**src/rtl/detect_pkg.sv**
```systemverilog
// -----------------------------------------------------------------------------
// detect_pkg
// Shared definitions for the detector statistics block: the FSM state
// encodings and the default counter width.
// -----------------------------------------------------------------------------
package detect_pkg;

    // Default width of every counter and snapshot field.
    localparam int CW_DEFAULT = 8;

    // IDLE : waiting for z to rise
    // RUN  : inside a counted run of z
    // WAIT : z was high when the statistics were cleared; the partial run is
    //        not counted, so wait for z to fall before arming again
    typedef enum logic [1:0] {
        ST_IDLE = 2'd0,
        ST_RUN  = 2'd1,
        ST_WAIT = 2'd2
    } state_t;

endpackage : detect_pkg

```
**src/rtl/detect_stats_sat_counter.sv**
```systemverilog
// -----------------------------------------------------------------------------
// sat_counter
// Up-counter that saturates at all-ones instead of wrapping.
//
// Ports:
//   clk        - clock, rising edge
//   reset      - asynchronous active-high reset, zeroes the count
//   inc        - increment by one (ignored once saturated)
//   clr        - synchronous clear to zero (highest priority)
//   load       - synchronous load of load_value (beats inc)
//   load_value - value taken when load is high
//   value      - current registered count
// -----------------------------------------------------------------------------
module sat_counter #(
    parameter int W = 8
) (
    input  logic         clk,
    input  logic         reset,
    input  logic         inc,
    input  logic         clr,
    input  logic         load,
    input  logic [W-1:0] load_value,
    output logic [W-1:0] value
);

    localparam logic [W-1:0] ONE     = W'(1);
    localparam logic [W-1:0] SAT_MAX = '1;

    logic [W-1:0] value_q;
    logic [W-1:0] value_d;

    always_comb begin
        value_d = value_q;
        if (clr) begin
            value_d = '0;
        end else if (load) begin
            value_d = load_value;
        end else if (inc && (value_q != SAT_MAX)) begin
            value_d = value_q + ONE;
        end
    end

    always_ff @(posedge clk or posedge reset) begin
        if (reset) begin
            value_q <= '0;
        end else begin
            value_q <= value_d;
        end
    end

    assign value = value_q;

endmodule : sat_counter

```
**src/rtl/detect_stats.sv**
```systemverilog
// -----------------------------------------------------------------------------
// detect_stats
// Collects statistics on the output z of a sequence detector: number of runs
// (events), length of the current run, longest run seen and length of the
// most recently completed run. A snapshot of (events, longest run) can be
// captured and handed to a consumer over a valid/ready handshake.
//
// Ports:
//   clk         - clock, rising edge
//   reset       - asynchronous active-high reset
//   z           - detector output, sampled every cycle
//   clear       - synchronous clear of all statistics (not the snapshot)
//   snap_req    - request a snapshot capture
//   snap_ready  - consumer accepts the held snapshot
//   snap_valid  - snapshot held and valid
//   snap_events - captured event count
//   snap_maxrun - captured longest run
//   run_active  - registered: FSM is in RUN
//   last_run    - length of the most recently completed run
// -----------------------------------------------------------------------------
module detect_stats
    import detect_pkg::*;
#(
    parameter int CW = CW_DEFAULT
) (
    input  logic          clk,
    input  logic          reset,
    input  logic          z,
    input  logic          clear,
    input  logic          snap_req,
    input  logic          snap_ready,
    output logic          snap_valid,
    output logic [CW-1:0] snap_events,
    output logic [CW-1:0] snap_maxrun,
    output logic          run_active,
    output logic [CW-1:0] last_run
);

    localparam logic [CW-1:0] ONE = CW'(1);

    state_t        state_q, state_d;
    logic          run_active_q, run_active_d;
    logic [CW-1:0] last_run_q, last_run_d;
    logic          snap_valid_q, snap_valid_d;
    logic [CW-1:0] snap_events_q, snap_events_d;
    logic [CW-1:0] snap_maxrun_q, snap_maxrun_d;

    // Counter controls and values
    logic          event_inc;
    logic          cur_inc;
    logic          cur_start;
    logic          cur_end;
    logic          max_load;
    logic [CW-1:0] event_count;
    logic [CW-1:0] cur_run;
    logic [CW-1:0] max_run;

    // -------------------------------------------------------------------------
    // FSM next state and counter controls
    // -------------------------------------------------------------------------
    always_comb begin
        state_d    = state_q;
        last_run_d = last_run_q;
        event_inc  = 1'b0;
        cur_inc    = 1'b0;
        cur_start  = 1'b0;
        cur_end    = 1'b0;
        max_load   = 1'b0;

        if (clear) begin
            // A run in progress at clear time is abandoned; WAIT keeps it
            // from being counted when it later ends.
            state_d    = z ? ST_WAIT : ST_IDLE;
            last_run_d = '0;
        end else begin
            case (state_q)
                ST_IDLE: begin
                    if (z) begin
                        state_d   = ST_RUN;
                        cur_start = 1'b1;
                        event_inc = 1'b1;
                    end
                end
                ST_RUN: begin
                    if (z) begin
                        cur_inc = 1'b1;
                    end else begin
                        state_d    = ST_IDLE;
                        last_run_d = cur_run;
                        cur_end    = 1'b1;
                        max_load   = (cur_run > max_run);
                    end
                end
                ST_WAIT: begin
                    if (!z) begin
                        state_d = ST_IDLE;
                    end
                end
                default: begin
                    state_d = ST_IDLE;
                end
            endcase
        end
    end

    // run_active is registered from the next state, so it lines up with
    // state_q == ST_RUN without any combinational path from z.
    assign run_active_d = (state_d == ST_RUN);

    // -------------------------------------------------------------------------
    // Snapshot handshake: capture only when nothing is held; a held snapshot
    // is released only by snap_ready and is untouched by clear.
    // -------------------------------------------------------------------------
    always_comb begin
        snap_valid_d  = snap_valid_q;
        snap_events_d = snap_events_q;
        snap_maxrun_d = snap_maxrun_q;
        if (snap_valid_q) begin
            if (snap_ready) begin
                snap_valid_d = 1'b0;
            end
        end else if (snap_req) begin
            snap_valid_d  = 1'b1;
            snap_events_d = event_count;
            snap_maxrun_d = max_run;
        end
    end

    // -------------------------------------------------------------------------
    // Counters
    // -------------------------------------------------------------------------
    sat_counter #(.W(CW)) u_event_count (
        .clk        (clk),
        .reset      (reset),
        .inc        (event_inc),
        .clr        (clear),
        .load       (1'b0),
        .load_value ('0),
        .value      (event_count)
    );

    // A new run starts at 1 via load, so the start edge already counts the
    // first high cycle.
    sat_counter #(.W(CW)) u_cur_run (
        .clk        (clk),
        .reset      (reset),
        .inc        (cur_inc),
        .clr        (clear | cur_end),
        .load       (cur_start),
        .load_value (ONE),
        .value      (cur_run)
    );

    sat_counter #(.W(CW)) u_max_run (
        .clk        (clk),
        .reset      (reset),
        .inc        (1'b0),
        .clr        (clear),
        .load       (max_load),
        .load_value (cur_run),
        .value      (max_run)
    );

    // -------------------------------------------------------------------------
    // State registers
    // -------------------------------------------------------------------------
    always_ff @(posedge clk or posedge reset) begin
        if (reset) begin
            state_q       <= ST_IDLE;
            run_active_q  <= 1'b0;
            last_run_q    <= '0;
            snap_valid_q  <= 1'b0;
            snap_events_q <= '0;
            snap_maxrun_q <= '0;
        end else begin
            state_q       <= state_d;
            run_active_q  <= run_active_d;
            last_run_q    <= last_run_d;
            snap_valid_q  <= snap_valid_d;
            snap_events_q <= snap_events_d;
            snap_maxrun_q <= snap_maxrun_d;
        end
    end

    assign snap_valid  = snap_valid_q;
    assign snap_events = snap_events_q;
    assign snap_maxrun = snap_maxrun_q;
    assign run_active  = run_active_q;
    assign last_run    = last_run_q;

endmodule : detect_stats

```
**config.mk**
```make
export PLATFORM = sky130hd
export DESIGN_NAME = detect_stats
export DESIGN_NICKNAME = d
export VERILOG_FILES = /design/src/rtl/detect_pkg.sv /design/src/rtl/detect_stats_sat_counter.sv /design/src/rtl/detect_stats.sv
export SDC_FILE = /design/constraint.sdc
export NUM_CORES = 1
export LEC_CHECK = 0
export ABC_AREA = 1
export BUFFER_PORTS_ARGS = -buffer_cell sky130_fd_sc_hd__buf_2
export CAP_MARGIN = 20
export CORE_ASPECT_RATIO = 1.2
export CORE_MARGIN = 2
export CORE_UTILIZATION = 60
export CTS_CLUSTER_DIAMETER = 200
export CTS_CLUSTER_SIZE = 8
export DETAILED_ROUTE_END_ITERATION = 7
export GPL_ROUTABILITY_DRIVEN = 0
export PLACE_DENSITY_LB_ADDON = 0.05
export SYNTH_ARGS = -nofsm -noshare
export SYNTH_HDL_FRONTEND = slang
export SYNTH_HIERARCHICAL = 1
export SYNTH_SLANG_ARGS = --single-unit
```
**constraint.sdc**
```tcl
create_clock -name clk -period 2.5 [get_ports clk]
set_input_delay 0 -clock clk [delete_from_list [all_inputs] [get_ports clk]]
set_output_delay 0 -clock clk [all_outputs]
set_load 0.03 [all_outputs]
```
==> impl_metrics.env <==
export IMPL_status="finished, final reports clean"
export IMPL_first_iter_violations=154
export IMPL_syn_area_um2=3317
export IMPL_coreArea_um2=5298
export IMPL_design_area_um2=3759
export IMPL_nets=505
export IMPL_fp_dieH_um=85.45
export IMPL_finalSetupViolCount=0
export IMPL_layout_common_cells="nand2_1 (150), nand3_1 (56), dfrtp_1 (52), inv_1 (41), buf_2 (31)"
export IMPL_power_density_nw_per_um2=525.8
export IMPL_fin_ws_ns=0.4409
export IMPL_grt_pass1_wl_um=12360
export IMPL_min_path_cells=3
export IMPL_ys_top_cells_by_area="dfrtp_1 (39%), nand2_1 (17%), nand3_1 (8.4%), ha_1 (5.3%), inv_1 (4.6%)"
export IMPL_cts_buffers=5
export IMPL_clkLatencyLatePin_ns=0.31
export IMPL_grt_use_total=0.2525
export IMPL_place_inst=536
export IMPL_fin_worst_skew_ns=0.005725
export IMPL_worst_slew_pin_slew_ns=0.5880
export IMPL_die_area_um2=6142
export IMPL_dpl_cell_area_um2=3605
export IMPL_cts_root_buffer="clkbuf_8"
export IMPL_yosysTopAreaCellShare=0.3923
export IMPL_worstSetupStartpointType="flip-flop"
export IMPL_p_total_mw=1.976
export IMPL_dpl_hpwl_um=5445
export IMPL_ys_ff_latch=52
export IMPL_clk_pin_slew_ns=0.10
export IMPL_syn_avg_cell_area_um2=7.768
export IMPL_min_to="snap_valid"
export IMPL_synth_area_leader_cell="dfrtp_1"
export IMPL_r2r_start="u_max_run/value[7]"
export IMPL_tns_ns=0
export IMPL_final_layout_size_suffix_gt1_frac=0.2078
export IMPL_antenna_found_initial=0
export IMPL_overflow=0
export IMPL_slew_viol_final=0
export IMPL_p_leak_nw=2.019
export IMPL_reg2reg_to="u_max_run/value[0]"
export IMPL_cts_sinks=52
export IMPL_ff2ff_path_depth=12
export IMPL_drc=0
export IMPL_wl_per_cell_um=13.30
export IMPL_crit_path_end_kind="flip-flop"
export IMPL_ys_warn_count=6
export IMPL_layout_cells_non_filler=548
export IMPL_synth_seq_area_share=0.3923
export IMPL_cts_path_max_buffers=2
export IMPL_routed_wl_um=7287
export IMPL_pre_cts_ws_ns=0.4576
export IMPL_period_needed_ns=2.059
export IMPL_hold_viol=0
export IMPL_irDropWorstVdd_mv=0.3243
export IMPL_final_common_cell="nand2_1"
export IMPL_initial_utilization=0.6261
export IMPL_r2r_slack_ns=0.44
export IMPL_max_slew_margin=0.6076
export IMPL_hold_class="in2reg"
export IMPL_grt_pass1_vias=2626
export IMPL_synth_distinct_cells=29
export IMPL_io_buffers=31
export IMPL_io_pins=32
export IMPL_path_max_fanout=10
export IMPL_grt_start_max_net_pins=29
export IMPL_drv_cap=0
export IMPL_critPathKind="reg2reg"
export IMPL_cts_tree="done"
export IMPL_die_x_um=71.88
export IMPL_rsz0062_at_grt="no"
export IMPL_vias_per_cell=5.214
export IMPL_num_vias=2857
export IMPL_diodes=0
export IMPL_firstDrtPassIters=4
export IMPL_arrival_ns=2.27
export IMPL_area_growth_pct=13.32
export IMPL_hp_start="snap_req"
export IMPL_max_freq_ghz=0.4856
export IMPL_syn_inst=427
export IMPL_cts_htree_levels=2
export IMPL_required_ns=2.71
export IMPL_drtAntennaViolNets=0
export IMPL_std_cell_rows=29
export IMPL_fin_crit_sh=0.8237
## through the flow
step | hold slack [ns] | utilization
after floorplan | -0.1843 | -
after global placement | 0.002236 | 0.6804
after detailed placement | 0.006790 | 0.6804
after CTS | 0.1164 | 0.7043
after global routing | 0.1597 | 0.7095
final | 0.1188 | 0.7095
## kinds of logic after synthesis
family / Yosys count / share of synthesized area
and+or+nand+nor: 260 / 0.3655
buffers and inverters: 53 / 0.06827
DFF: 52 / 0.3923
AOI/OAI and AO/OA: 34 / 0.07356
adders and majority gates: 14 / 0.05281
muxes: 12 / 0.04526
other: 2 / 0.002264
## how the worst max path moves through the flow
stage	from	endpoint	slack (ns)	cells past startpoint
final	u_max_run/value[7]	u_max_run/value[0]	0.44	12
after global routing	u_cur_run/value[5]	u_max_run/value[0]	0.26	10
after CTS	u_max_run/value[6]	u_max_run/value[0]	0.44	12
after global placement	u_max_run/value[6]	u_max_run/value[0]	0.45	12
after detailed placement	u_max_run/value[6]	u_max_run/value[0]	0.46	12
after floorplan	u_cur_run/value[7]	u_max_run/value[0]	0.68	9
## sequential cells by signal, summed over array words and instances (netlist names)
name,count
u_event_count/value,8
u_cur_run/value,8
last_run,8
snap_maxrun,8
snap_events,8
u_max_run/value,8
snap_valid,1
run_active,1
state_q,2
## power breakdown
group	internal, mW	switching [mW]	leakage [nW]
combinational	0.178	0.317	1.27
sequential	0.905	0.0621	0.705
clock	0.206	0.308	0.0463
total	1.29	0.687	2.02
## worst max-delay path, stage by stage (launching register included)
cell     delay [ns]
dfrtp_1        0.44
inv_1          0.10
ha_1           0.30
nand2_1        0.07
nor2_1         0.14
nand2_1        0.06
nand2_1        0.05
a21oi_1        0.04
buf_4          0.17
nor2_2         0.35
nand2_4        0.09
nand2_2        0.09
o21ai_2        0.05
## area by class of cell
| class | count | area [um2] |
|---|---|---|
| fill | 452 | 1539 |
| clock buffer | 5 | 68.82 |
| sequential | 52 | 1301 |
| inverter | 47 | 176.4 |
| tap | 62 | 77.57 |
| clock inverter | 3 | 27.53 |
| multi-input combinational | 338 | 1849 |
| timing repair buffer | 41 | 257.7 |
## metal layers
metal  share of wire  up-vias  GRT usage
met5               0        -          0
met4           0.015        0    0.06861
met3           0.035       10    0.03088
met2            0.52       59     0.4411
met1            0.43     1331     0.3282
li1                -     1457          -
## synthesized netlist by cell type
library cell,n
a21o_1,1
a21oi_1,3
a21oi_4,3
buf_2,1
buf_4,3
buf_6,2
conb_1,2
dfrtp_1,52
ha_1,14
inv_1,41
inv_2,6
mux2_2,4
mux2_4,5
mux2i_1,3
nand2_1,150
nand2_2,9
nand2_4,8
nand3_1,56
nand3_2,3
nand4_1,1
nand4_2,1
nor2_1,22
nor2_2,6
nor2_4,3
nor2_8,1
o21ai_0,15
o21ai_2,6
o21bai_1,3
o31ai_1,3
## timing repair
action,in CTS,in global routing
setup buffers,0,0
hold endpoints to repair,26,0
gates resized for setup,0,0
hold buffers,3,0
Note: power is estimated with default switching activity, not from simulation.
